## src/rtl/multiplier_pkg.sv

```systemverilog
`default_nettype none
// ============================================================================
// Module   : multiplier_pkg
// Brief    : Shared constants, state encoding and helpers for the
//            shift-add multiplier.
// Revision : 1.0 - initial release
// ============================================================================
package multiplier_pkg;

  // Default operand width
  localparam int unsigned MULT_WIDTH = 32;

  // Controller states
  typedef enum logic [1:0] {
    ST_IDLE = 2'd0,
    ST_RUN  = 2'd1,
    ST_DONE = 2'd2
  } mult_state_t;

  // Initial value of the step counter: one step per operand bit,
  // and the last step is taken with the counter at zero
  function automatic int unsigned cycle_last(input int unsigned width);
    return width - 1;
  endfunction

endpackage
`default_nettype wire

```

## src/rtl/mult_step.sv

```systemverilog
`default_nettype none
// ============================================================================
// Module   : mult_step
// Brief    : One combinational shift-add step of an unsigned multiplier.
//            The low half of the product register holds the remaining
//            multiplier bits; its LSB selects whether mcand is added.
// Revision : 1.0 - initial release
// ============================================================================
module mult_step #(
  parameter int unsigned WIDTH = 32
) (
  input  logic [2*WIDTH-1:0] i_prod,
  input  logic [WIDTH-1:0]   i_mcand,
  output logic [2*WIDTH-1:0] o_prod
);

  // Carry out of the add is kept so no product bit is lost
  logic [WIDTH:0] w_addend;
  logic [WIDTH:0] w_sum;

  // Add mcand into the high half when the current multiplier bit is set,
  // then shift the whole product right by one
  always_comb begin
    w_addend = i_prod[0] ? {1'b0, i_mcand} : '0;
    w_sum    = {1'b0, i_prod[2*WIDTH-1:WIDTH]} + w_addend;
    o_prod   = {w_sum, i_prod[WIDTH-1:1]};
  end

endmodule
`default_nettype wire

```

## src/rtl/multiplier.sv

```systemverilog
`default_nettype none
// ============================================================================
// Module   : multiplier
// Brief    : Sequential unsigned WIDTH x WIDTH -> 2*WIDTH multiplier.
//            Load on start in IDLE, WIDTH shift-add steps in RUN, then hold
//            the result in DONE while start stays high.
// Revision : 1.0 - initial release
// ============================================================================
module multiplier
  import multiplier_pkg::*;
#(
  parameter int unsigned WIDTH = MULT_WIDTH
) (
  input  logic             clk,
  input  logic             reset,
  input  logic             start,
  input  logic [WIDTH-1:0] A,
  input  logic [WIDTH-1:0] B,
  output logic [WIDTH-1:0] P,
  output logic [WIDTH-1:0] Ph,
  output logic             ok,
  output logic             ovf
);

  localparam int unsigned          CNT_W        = $clog2(WIDTH);
  localparam logic [CNT_W-1:0]     c_cycle_last = CNT_W'(cycle_last(WIDTH));

  mult_state_t          r_state;
  mult_state_t          w_state_nxt;
  logic [2*WIDTH-1:0]   r_prod;
  logic [2*WIDTH-1:0]   w_prod_nxt;
  logic [WIDTH-1:0]     r_mcand;
  logic [WIDTH-1:0]     w_mcand_nxt;
  logic [CNT_W-1:0]     r_cycle;
  logic [CNT_W-1:0]     w_cycle_nxt;
  logic [2*WIDTH-1:0]   w_step;

  mult_step #(
    .WIDTH (WIDTH)
  ) u_step (
    .i_prod  (r_prod),
    .i_mcand (r_mcand),
    .o_prod  (w_step)
  );

  // Next-state and next-datapath decode; dropping start anywhere clears all
  always_comb begin
    w_state_nxt = r_state;
    w_prod_nxt  = r_prod;
    w_mcand_nxt = r_mcand;
    w_cycle_nxt = r_cycle;
    case (r_state)
      ST_IDLE: begin
        w_prod_nxt  = '0;
        w_mcand_nxt = '0;
        w_cycle_nxt = '0;
        if (start) begin
          w_state_nxt = ST_RUN;
          w_prod_nxt  = {{WIDTH{1'b0}}, B};
          w_mcand_nxt = A;
          w_cycle_nxt = c_cycle_last;
        end
      end
      ST_RUN: begin
        if (!start) begin
          w_state_nxt = ST_IDLE;
          w_prod_nxt  = '0;
          w_mcand_nxt = '0;
          w_cycle_nxt = '0;
        end else begin
          w_prod_nxt  = w_step;
          w_cycle_nxt = r_cycle - 1'b1;
          if (r_cycle == '0) begin
            w_state_nxt = ST_DONE;
          end
        end
      end
      ST_DONE: begin
        if (!start) begin
          w_state_nxt = ST_IDLE;
          w_prod_nxt  = '0;
          w_mcand_nxt = '0;
          w_cycle_nxt = '0;
        end
      end
      default: begin
        w_state_nxt = ST_IDLE;
        w_prod_nxt  = '0;
        w_mcand_nxt = '0;
        w_cycle_nxt = '0;
      end
    endcase
  end

  // State, product, multiplicand and counter registers with synchronous reset
  always_ff @(posedge clk) begin
    if (reset) begin
      r_state <= ST_IDLE;
      r_prod  <= '0;
      r_mcand <= '0;
      r_cycle <= '0;
    end else begin
      r_state <= w_state_nxt;
      r_prod  <= w_prod_nxt;
      r_mcand <= w_mcand_nxt;
      r_cycle <= w_cycle_nxt;
    end
  end

  assign P   = r_prod[WIDTH-1:0];
  assign Ph  = r_prod[2*WIDTH-1:WIDTH];
  assign ok  = (r_state == ST_DONE);
  assign ovf = ok & (|Ph);

endmodule
`default_nettype wire

```

## config.mk

```make
export PLATFORM = sky130hd
export DESIGN_NAME = multiplier
export DESIGN_NICKNAME = d
export VERILOG_FILES = /design/src/rtl/multiplier_pkg.sv /design/src/rtl/mult_step.sv /design/src/rtl/multiplier.sv
export SDC_FILE = /design/constraint.sdc
export NUM_CORES = 1
export LEC_CHECK = 0
export ABC_AREA = 1
export BUFFER_PORTS_ARGS = -buffer_cell sky130_fd_sc_hd__buf_2
export CORE_UTILIZATION = 40
export DETAILED_ROUTE_END_ITERATION = 6
export PLACE_DENSITY_LB_ADDON = 0.15
export SETUP_SLACK_MARGIN = 0.1
export SYNTH_ARGS = -nofsm -noshare
export SYNTH_HDL_FRONTEND = slang
export SYNTH_SLANG_ARGS = --single-unit
```

## constraint.sdc

```tcl
create_clock -name clk -period 6.2 [get_ports clk]
set_clock_uncertainty 0.15 [all_clocks]
set_input_delay 0.62 -clock clk [delete_from_list [all_inputs] [get_ports clk]]
set_output_delay 0.62 -clock clk [all_outputs]
set_load 0.01 [all_outputs]
```

# After elaboration in Yosys (flattened, before gate mapping)
# Cells that the tools add are included.
# classes
add_sub_neg	2
n_eq_ne	6
muxes	17
bitwise_logic	1
reduce_logical	5
# op_table
op	n
$pmux W64 S3	1
$mux W32	4
$mux W64	2
$pmux W32 S2	1
$add A32 B33 Y33	1
$reduce_or A32 Y1	1
$mux W5	3
$pmux W5 S3	1
$mux W2	4
$ne A2 B2 Y1 const B	3
$pmux W2 S3	1
$logic_not A5 Y1	1
$sub A5 B1 Y5 const B	1
$ne A3 B3 Y1 const B	1
$reduce_and A3 Y1	1
$eq A2 B1 Y1 const B	1
$eq A2 B2 Y1 const B	1
$logic_not A2 Y1	1
$reduce_or A2 Y1	1
$and A1 B1 Y1	1
# totals
reg_bits	103
in_bits	67
out_inout_bits	66
word_cells	35

# Logic depth before layout (Yosys ltp)
# logic_depth
depth_word	4
ltp_mapped	18
depth_no_buf	16

# Cells and area by module
# From an unflattened synthesis, not the netlist that was laid out.
# hier_totals
cells_unflattened	1211
hier_area_um2	7068.0
# by_module_without_submodules
module	instances	cells_per_inst	area_each_um2	seq_area_each_um2
multiplier	1	608	4197.8	2062.0
mult_step	1	603	2870.3	0.0

# Worst setup path before layout
# OpenSTA, ideal clock, no wires.
# synth_timing
kind	register to register
start	reg r_prod[0]
end	reg r_prod[47]
setup_ps	132
arrival_time_ps	2069
t_required_ps	5918
setup_slack_ps	3849
path_stages_with_launch	16
n_path_buf	2
period_less_slack_ps	2351
path_cell_list	dfxtp_1 clkbuf_1 clkbuf_1 nand2_1 inv_1 ha_1 nand2_1 inv_1 nand2_1 nand2_1 o21bai_2 inv_1 nand2_1 or2_1 nand3_1 a21oi_1
# synth_via
elab_chain_len	4
# synth_rtl
item	line	source
from (decl)	multiplier.sv:30	logic [2*WIDTH-1:0] r_prod;
from (signal assigned)	multiplier.sv:104	r_prod <= w_prod_nxt;
$mux W32	mult_step.sv:24	w_addend = i_prod[0] ? {1'b0, i_mcand} : '0;
$add A32 B33 Y33	mult_step.sv:25	w_sum = {1'b0, i_prod[2*WIDTH-1:WIDTH]} + w_addend;
$mux W64	multiplier.sv:65	if (!start) begin
$pmux W64 S3	multiplier.sv:52	case (r_state)
# Every way passes these cells.
# A chain may end at the register's enable or synchronous reset.

# Worst setup path in the final report
# layout_timing
start	reg r_prod[0]
end	reg r_prod[59]
# The elaborated chain is that of the path after synthesis.

==> flow_summary.yaml <==
status:
  status: "complete, no violations"
cells_and_area:
  diodes: 0
  syn2layout_area_growth_pct: 16.1
  fill_cells: 1823
  nets: 1311
  drive_gt1_share_pct: 16.4
  seq_area_sq_mm: 0.00206
  multi_input_area_sq_mm: 0.00400
worst_setup_path:
  cp-end-kind: "flip-flop"
  worstPathRequired_ns: 6.25
  slowest_delay_ns: 0.66
  crit_chain: "buf_4 > nand2_1 > inv_1 > ha_1 > inv_1 > fa_1 > inv_1 > nand3_1 > nand3_1 > nand3_1 > nand3_2 > nand2_1 > nand2_1 > nand2_1 > nand3_1 > a21oi_1"
  arrival_ns: 3.08
  crit_type: "reg2reg"
  worst_path_max_delay_cell: "dfxtp_1"
  worstPathMaxFanout: 19
  path_delay_family: "simple AND/OR/NAND/NOR gates"
  cp-start-kind: "flip-flop"
  critPathBufInv: 4
timing:
  slew_violations: 0
  max_slew_margin_pct: 16.7
  min_period_ns: 3.03
  fin_ws_ns: 3.17
  setup_viol: 0
  rsz0062_at_grt: "false"
  period_share_pct: 48.8
  clock.fmax_ghz: 0.330
  hold_viol_final: 0
  tns_ns: 0
  worstMarginPinSlew_ns: 1.25
logic_synthesis:
  synth_edf_count: 0
  synthTopCellsByArea: "dfxtp_1 (30%), nand2_1 (23%), a21oi_1 (8.6%), inv_1 (8.6%), ha_1 (6.8%)"
  synthArstFlopShare_pct: 0
  synth_top_cell_by_area: "dfxtp_1"
  yosys_warnings: 0
  synth_area_sq_mm: 0.00686
  synth_seq_area_share_pct: 30.1
  syn_avg_cell_area_sq_um: 6.23
  synth_nets: 1206
  post-synth-top-area-fraction_pct: 30.1
  synthMostInstantiatedCell: "nand2_1"
  synth_common_cells: "nand2_1 (427), inv_1 (157), a21oi_1 (118)"
  syn_inst: 1101
  synth_cell_types: 39
  synth_top_flop_cell: "dfxtp_1"
  ys_ff_latch: 103
global_route:
  grt_use_met3_pct: 4.10
  grt_pass1_wl_um: 32300
  antenna_found_initial: 0
  grt_max_degree: 104
  met1_usage_pct: 30.3
  grt.total_usage_pct: 22.7
  grt_overflow: 0
  grt_pass1_vias: 6568
  grt_use_met2_pct: 36.9
  busiest_layer: "met2"
cts:
  ctsHoldBuffers: 0
  cts_setup_buffers: 0
  cts-root-buf: "clkbuf_16"
  cts_buffer_depth: 2
  cts_tree: "done"
  cts_resized: 0
  htreeDepth: 3
  insertion_delay_ns: 0.36
  clk_pin_slew_worst_paths_ns: 0.08
  clkSinkCount: 103
  cts_buffers: 9
routing:
  vias: 6983
  wl_per_cell_um: 13.8
  drt_iter0_drc: 345
  routed_wl_um: 19700
  drt-pass1-iter-count: 4
  drtAntennaViolNets: 0
  post-route-drc-count: 0
  routed_via_density: 4.88
floorplanning:
  die-area_sq_mm: 0.0177
  die_w_um: 133
  fp.dieH_um: 133
  fp-row-count: 47
  io_pins: 133
  start_util_pct: 41.2
  core_region_area_sq_mm: 0.0166
power_and_ir_drop:
  p_leak_nw: 4.31
  ir_drop_mv: 0.131
  powerDensity_mw_per_mm2: 193
placed_design:
  dp_hpwl_um: 14900
  port_buffers: 132
  pre_cts_ws_ns: 3.09
  place.gp.congestion: 0.895
worst_hold_path:
  hold_path.class: "reg2reg"
flow_run:
  maxCapViolCount: 0
## cell families (layout without fill, tap and decap cells)
| logic type | Yosys count | after routing | share of synthesized area (%) |
|---|---|---|---|
| adder cells (fa/ha/maj) | 38 | 38 | 7.05 |
| AO/OA/AOI/OAI | 179 | 179 | 15.7 |
| XOR/XNOR | 1 | 1 | 0.128 |
| buffers and inverters | 202 | 312 | 11.6 |
| AND/OR/NAND/NOR | 578 | 578 | 35.4 |
| flip-flops | 103 | 103 | 30.1 |
## sequential cells by signal, summed over array words and instances, names as in the netlist
register / cells
r_mcand: 32
r_prod: 64
r_state: 2
r_cycle: 5
## cell type report
type,count,area share (%)
repair buffers,134,8.52
clock inverters,7,1.43
flip-flops and latches,103,25.9
well taps,220,3.46
multi-input cells,796,50.2
clock buffers,9,2.83
inverters,162,7.64
## routing by layer
layer,vias up,share of wire (%)
met5,-,0
met4,0,1.5
met3,20,5.4
met2,151,45
met1,3123,48
li1,3689,-
## report_power, final
part	internal (mW)	switching [mW]	total (mW)
logic	0.0653	0.108	0.173
clock network	0.365	0.292	0.656
registers	0.690	0.0206	0.710
total	1.12	0.420	1.54
## through the flow
step                      std cells  instance area, sq um  hold slack (ns)  util (%)  power (mW)
after global placement         1415                  7620            0.304      45.8       0.898
final                          1431                  7960            0.317      47.8        1.54
after CTS                      1431                  7960            0.318      47.8        1.55
after floorplan                1101                  6860            0.294         -       0.839
after global routing           1431                  7960            0.338      47.8        1.60
after detailed placement       1415                  7620            0.306      45.8       0.899
## worst register-to-register path: cells and delay by family (launching register included)
family | cells | cell delay (ns)
fa+ha+maj | 2 | 0.60
simple gates | 9 | 0.80
flops | 1 | 0.66
buf+inv | 4 | 0.58
compound gates | 1 | 0.06
## layout by cell type, fill, tap and decap left out, drive strengths merged, types with 8 or more instances in the layout
cell	instances
nand2	442
ha	37
dfxtp	103
o21ai	9
a21oi	122
nor2	49
or2	9
a22o	32
inv	165
nor4	8
nand3	55
clkbuf	9
buf	134
## worst paths after layout
check / start / to / slack (ns) / cells past startpoint
setup / recovery: r_prod[0] / r_prod[59] / 3.17 / 16
hold / removal: r_mcand[0] / r_mcand[0] / 0.32 / 2
setup reg to reg: r_prod[0] / r_prod[59] / 3.17 / 16
hold reg to reg: r_mcand[0] / r_mcand[0] / 0.32 / 2
No activity file was read; power rests on OpenSTA's default activity.
